<file path="src/rtl/mem_arbiter.sv">
// mem_arbiter: shares one single-ported memory between fetch and load/store ports, data first with anti-starvation
module mem_arbiter #(
  parameter int ADDR_WIDTH   = 32,
  parameter int DATA_WIDTH   = 32,
  parameter int STARVE_LIMIT = 4
) (
  input  logic                    clk,
  input  logic                    rst_n,
  input  logic                    if_req_i,
  input  logic [ADDR_WIDTH-1:0]   if_addr_i,
  output logic                    if_gnt_o,
  output logic                    if_rvalid_o,
  output logic [DATA_WIDTH-1:0]   if_rdata_o,
  input  logic                    d_req_i,
  input  logic                    d_we_i,
  input  logic [ADDR_WIDTH-1:0]   d_addr_i,
  input  logic [DATA_WIDTH-1:0]   d_wdata_i,
  input  logic [DATA_WIDTH/8-1:0] d_be_i,
  output logic                    d_gnt_o,
  output logic                    d_rvalid_o,
  output logic [DATA_WIDTH-1:0]   d_rdata_o,
  output logic                    mem_req_o,
  output logic                    mem_we_o,
  output logic [ADDR_WIDTH-1:0]   mem_addr_o,
  output logic [DATA_WIDTH-1:0]   mem_wdata_o,
  output logic [DATA_WIDTH/8-1:0] mem_be_o,
  input  logic                    mem_gnt_i,
  input  logic                    mem_rvalid_i,
  input  logic [DATA_WIDTH-1:0]   mem_rdata_i
);
  localparam int BW = DATA_WIDTH/8;
  typedef enum logic [1:0] {IDLE, REQ, RESP} state_t;
  state_t     state, state_nxt;
  logic [3:0] starve_cnt;
  logic       owner_d;
  logic       d_win, if_win, resp_done;
  always_comb begin
    d_win     = d_req_i && !(if_req_i && starve_cnt == 4'(STARVE_LIMIT));
    if_win    = if_req_i && !d_win;
    if_gnt_o  = state == IDLE && if_win;
    d_gnt_o   = state == IDLE && d_win;
    mem_req_o = state == REQ;
    resp_done = (state == REQ && mem_gnt_i && mem_rvalid_i) || (state == RESP && mem_rvalid_i);
    state_nxt = resp_done ? IDLE :
                (state == IDLE && (if_win || d_win)) ? REQ :
                (state == REQ && mem_gnt_i) ? RESP : state;
  end
  always_ff @(posedge clk or negedge rst_n) begin
    if (!rst_n) begin
      state       <= IDLE;
      starve_cnt  <= '0;
      owner_d     <= 1'b0;
      mem_we_o    <= 1'b0;
      mem_addr_o  <= '0;
      mem_wdata_o <= '0;
      mem_be_o    <= '0;
      if_rvalid_o <= 1'b0;
      d_rvalid_o  <= 1'b0;
      if_rdata_o  <= '0;
      d_rdata_o   <= '0;
    end else begin
      state       <= state_nxt;
      if_rvalid_o <= resp_done && !owner_d;
      d_rvalid_o  <= resp_done && owner_d;
      if (resp_done && !owner_d) if_rdata_o <= mem_rdata_i;
      if (resp_done && owner_d) d_rdata_o <= mem_rdata_i;
      if (d_gnt_o) begin
        owner_d     <= 1'b1;
        mem_we_o    <= d_we_i;
        mem_addr_o  <= d_addr_i;
        mem_wdata_o <= d_wdata_i;
        mem_be_o    <= d_be_i;
        starve_cnt  <= !if_req_i ? 4'd0 : (starve_cnt == 4'hf) ? starve_cnt : starve_cnt + 4'd1;
      end else if (if_gnt_o) begin
        owner_d     <= 1'b0;
        mem_we_o    <= 1'b0;
        mem_addr_o  <= if_addr_i;
        mem_wdata_o <= '0;
        mem_be_o    <= {BW{1'b1}};
        starve_cnt  <= 4'd0;
      end
    end
  end
endmodule

</file>
<file path="config.mk">
export PLATFORM = sky130hd
export DESIGN_NAME = mem_arbiter
export DESIGN_NICKNAME = d
export VERILOG_FILES = /design/src/rtl/mem_arbiter.sv
export SDC_FILE = /design/constraint.sdc
export NUM_CORES = 1
export LEC_CHECK = 0
export ABC_AREA = 1
export BUFFER_PORTS_ARGS = -buffer_cell sky130_fd_sc_hd__buf_2
export CORE_MARGIN = 2
export CORE_UTILIZATION = 51
export DETAILED_ROUTE_END_ITERATION = 16
export PLACE_DENSITY = 0.84
export SLEW_MARGIN = 30
export SYNTH_ARGS = -nofsm -noshare
export SYNTH_HDL_FRONTEND = slang
export SYNTH_SLANG_ARGS = --single-unit
</file>
<file path="constraint.sdc">
create_clock -name clk -period 2.3 [get_ports clk]
set_input_delay 0.23 -clock clk [delete_from_list [all_inputs] [get_ports clk]]
set_output_delay 0.23 -clock clk [all_outputs]
set_load 0.03 [all_outputs]
</file>
## Word-level counts from Yosys, hierarchy flattened

Cells that the tools add are included.

| operators by class | value |
|---|---|
| reductions and logical operators | 20 |
| mux-type cells | 16 |
| add/sub/neg operators | 1 |
| equal/unequal tests | 5 |

Operator list:

| kind | number |
|---|---|
| $mux 32 | 4 |
| $mux 4 | 6 |
| $logic_and 1x1->1 | 11 |
| $mux 2 | 3 |
| $add 4x1->4 const B | 1 |
| $eq 4x3->1 const B | 1 |
| $eq 4x4->1 const B | 1 |
| $logic_not 1->1 | 3 |
| $mux 1 | 3 |
| $ne 3x3->1 const B | 1 |
| $reduce_bool 3->1 | 1 |
| $eq 2x1->1 const B | 1 |
| $eq 2x2->1 const B | 1 |
| $logic_not 2->1 | 1 |
| $logic_or 1x1->1 | 2 |
| $reduce_and 2->1 | 1 |
| $reduce_bool 2->1 | 1 |

| storage, ports and cells | value |
|---|---|
| logic and storage cells | 53 |
| input bits | 139 |
| bits in registers | 142 |
| output and inout port bits | 138 |

## Depth between registers and ports, before layout

| logic depth | value |
|---|---|
| word-level depth | 10 |
| gate-level depth with buffers | 11 |

## Worst setup path before layout

No wires, ideal clock.

| timing | value |
|---|---|
| kind | register -> output |
| start | reg starve_cnt[0] |
| end | out if_gnt_o |
| buffers on the path | 1 |
| cell stages (with the launch flop) | 8 |
| data arrival time | 1.517 ns |
| required time | 2.070 ns |
| slack | 0.553 ns |
| cell sequence | dfrtp_1 -> inv_1 -> ha_1 -> nand2_1 -> inv_1 -> nand2_4 -> clkbuf_1 -> a21oi_1 |

| between the ends | value |
|---|---|
| cells in the longest elaborated chain, start to end | 7 |

RTL lines:

| item | RTL line | text |
|---|---|---|
| start: declaration | 34 | `logic [3:0] starve_cnt;` |
| start signal: assignment | 73 | `starve_cnt <= !if_req_i ? 4'd0 : (starve_cnt == 4'hf) ? starve_cnt : starve_cnt + 4'd1;` |
| $eq 4x3->1 | 38 | `d_win = d_req_i && !(if_req_i && starve_cnt == 4'(STARVE_LIMIT));` |
| $logic_and 1x1->1 | 38 |  |
| $logic_not 1->1 | 38 |  |
| $logic_and 1x1->1 | 38 |  |
| $logic_not 1->1 | 39 | `if_win = if_req_i && !d_win;` |
| $logic_and 1x1->1 | 39 |  |
| $logic_and 1x1->1 | 40 | `if_gnt_o = state == IDLE && if_win;` |
| end: declaration | 11 | `output logic if_gnt_o,` |

No other way between the ends.

## Worst setup path after layout

Ends and elaborated chain as after synthesis.

==> flow_summary.yaml <==
finish:
  nNetsFinal: 1159
  drive_gt1_frac: 0.3327
  areaGrowthSynthToFinish_pct: 35.81
  antenna_cells: 0
  stdcell_area_sq_um: 8564
route:
  ant_nets: 0
  drt_iter0_markers: 591
  routed_wirelength_microns: 17320
  wl_per_cell_microns: 14.45
  vias: 6009
  viasPerCell: 5.012
  drcViolationCount: 0
  drt-pass1-iter-count: 5
clocking:
  h-tree-depth: 4
  clockRootBuffer: "clkbuf_16"
  clock-sinks: 142
  numCtsBuffers: 17
  cts_tree: "built"
  clock_latency_ns: 0.42
  ctsResizeCount: 0
  clk_pin_slew_worst_paths_ns: 0.06
  holdBufCountCts: 14
  cts_setup_buffers: 0
  clk_path_buf_depth: 2
place:
  dp_hpwl_microns: 11580
  gp_congestion: 0.8879
  port_buffers: 276
  postPlaceCellArea_sq_um: 7727
die:
  die_height_microns: 115.2
  initial_utilization: 0.5228
  fp.coreArea_sq_um: 12060
  die-area_sq_um: 13270
  rows: 40
  io_pins: 277
  fp.dieW_microns: 115.2
sta:
  setup_viol: 0
  maxClockFrequency_mhz: 461.9
  relSlewSlack: 0.5696
  period_share: 0.9413
  skew_ns: 0.008613
  hold_viol: 0
  rsz0062_at_grt: "no"
  maxSlewViolCount: 0
  min_period_ns: 2.165
  fin_setup_tns_ns: 0
  holdWs_ns: 0.01563
  worst_pin_slew_ns: 0.6456
pwr:
  irDropWorstVdd_mv: 0.8788
  power_density_nw_per_um2: 1542
  power.leakage_nw: 5.092
yosys:
  syn_area_sq_um: 6306
  synthDistinctLibCells: 26
  ys.warnings.count: 0
  synth_seq_cells: 142
  yosysSeqAreaShare: 0.5635
  synthArstFlopShare: 1.000
  synthTopCellsByCount: "nand2_1, dfrtp_1, nand3_1"
  yosysMostFrequentCell: "nand2_1"
  ys.flop_type: "dfrtp_1"
  syn_nets: 881
  ys_top_cells_by_area: "dfrtp_1, nand2_1, nand3_1, nand3b_1, inv_1"
  synth_top_area_frac: 0.5635
  synth_edf_count: 0
  synth_top_cell_by_area: "dfrtp_1"
  avgSynthCellArea_sq_um: 8.522
  synthCells: 740
global_routing:
  grt_max_degree: 70
  grtUsageTotal: 0.2661
  antenna_found_initial: 2
  grt_pass1_wl_microns: 27420
  grt_pass1_vias: 5702
  overflow: 0
worst_setup_path:
  path_buf_inv: 4
  path_class: "flip-flop to output pin"
  required_ns: 2.07
  cp-end-kind: "output pin"
  cp-start-kind: "flip-flop"
  cp_common_cell: "inv_1"
  crit_cells: 8
  worst-r2r-cell-count: 10
  crit_fanout: 35
  crit_family: "buffers and inverters"
  slowest_delay_ns: 0.42
  crit_slowest_cell: "dfrtp_1"
  cp_cell_sequence: "inv_1 > ha_1 > nand2_1 > inv_1 > nand2_4 > buf_4 > a21oi_1 > buf_2"
  cp.arrival_ns: 1.94
min_path:
  min_path_cells: 3
  hold_class: "input pin to flip-flop"
job:
  maxCapViolations: 0
outcome:
  status: "finished clean"
layout make-up:
class | instances | area (sq um)
clock buffer | 20 | 466.7
tap | 168 | 210.2
sequential | 142 | 3553
timing repair buffer | 304 | 1658
inverter | 55 | 209.0
clock inverter | 12 | 230.2
fill | 922 | 3497
multi-input combinational | 498 | 2237
power by group:
part | leakage [nW] | switching (mW) | total, mW | internal [mW]
Combinational | 2.97 | 4.28 | 5.85 | 1.57
Clock | 0.333 | 1.06 | 3.20 | 2.13
Sequential | 1.79 | 0.579 | 4.16 | 3.58
Total | 5.09 | 5.92 | 13.2 | 7.28
stage by stage:
step / utilization / total power, mW / cells / setup slack [ns]
final: 0.7101 / 13.20 / 1199 / 0.1349
after global placement: 0.6405 / 9.843 / 1153 / 0.5750
after global routing: 0.7101 / 13.98 / 1199 / 0.004005
after CTS: 0.7101 / 13.28 / 1199 / 0.1233
after detailed placement: 0.6407 / 9.985 / 1153 / 0.5335
after floorplan: - / 8.275 / 740 / 0.5526
routing by layer:
layer	vias to the layer above	track usage	part of all wire
met1	2835	0.3193	0.40
met4	2	0.1261	0.027
met2	265	0.4325	0.49
met5	-	0	0.00092
li1	2863	-	-
met3	44	0.09172	0.084
worst register-to-register path, cell delays in order (launching register included):
cell,delay (ns)
dfrtp_1,0.42
inv_1,0.08
ha_1,0.19
nand2_1,0.05
inv_1,0.05
nand2_4,0.07
buf_4,0.34
nand2_1,0.09
nor2_1,0.23
nand4_1,0.12
nand2_1,0.09
kinds of logic (layout without fill, tap and decap cells):
logic type               after synthesis  after routing  share of synthesized area
AND/OR/NAND/NOR                      488            488                     0.3437
flip-flops                           142            142                     0.5635
buffers and inverters                100            391                    0.08175
AO/OA/AOI/OAI                          8              8                   0.007141
adder cells (fa/ha/maj)                2              2                   0.003968
registers in the layout (all words and copies together) (netlist names):
| signal | cells |
|---|---|
| mem_addr_o | 32 |
| starve_cnt | 4 |
| if_rdata_o | 32 |
| if_rvalid_o | 1 |
| mem_we_o | 1 |
| d_rvalid_o | 1 |
| mem_wdata_o | 32 |
| d_rdata_o | 32 |
| state | 2 |
| mem_be_o | 4 |
| owner_d | 1 |
worst paths after layout:
| check | start | end | slack (ns) |
|---|---|---|---|
| worst max-delay path | starve_cnt[0]$_DFFE_PN0P_ | if_gnt_o | 0.13 |
| worst min register to register | d_rdata_o[25]$_DFFE_PN0P_ | d_rdata_o[25]$_DFFE_PN0P_ | 0.46 |
| worst max register to register | starve_cnt[0]$_DFFE_PN0P_ | starve_cnt[1]$_DFFE_PN0P_ | 0.49 |
| min in group asynchronous | rst_n | if_rdata_o[14]$_DFFE_PN0P_ | 0.37 |
| max in group asynchronous | rst_n | mem_addr_o[8]$_DFFE_PN0P_ | 1.26 |
| worst min-delay path | d_wdata_i[0] | mem_wdata_o[0]$_DFFE_PN0P_ | 0.02 |
cells in the final DEF (no fill, tap or decap):
master         count
nand4_1            6
bufinv_16          6
nor2_1             5
buf_6              1
clkbuf_16         17
or2_2              2
inv_2              2
nand2_4            1
inv_4              1
o22ai_1            4
a21oi_1            3
nor2_2             1
clkinvlp_4         2
buf_2            275
nand3b_1          31
nor2_4             2
nand2_2           10
nand3_1           98
clkbuf_8           3
dlygate4sd3_1     14
dfrtp_1          142
o21ai_0            1
nand2_1          330
buf_4             12
clkinv_4           2
ha_1               2
buf_12             2
inv_1             51
inv_6              2
nand3_4            1
clkinv_1           1
nor3_4             1
No activity file was read; power rests on OpenSTA's default activity.
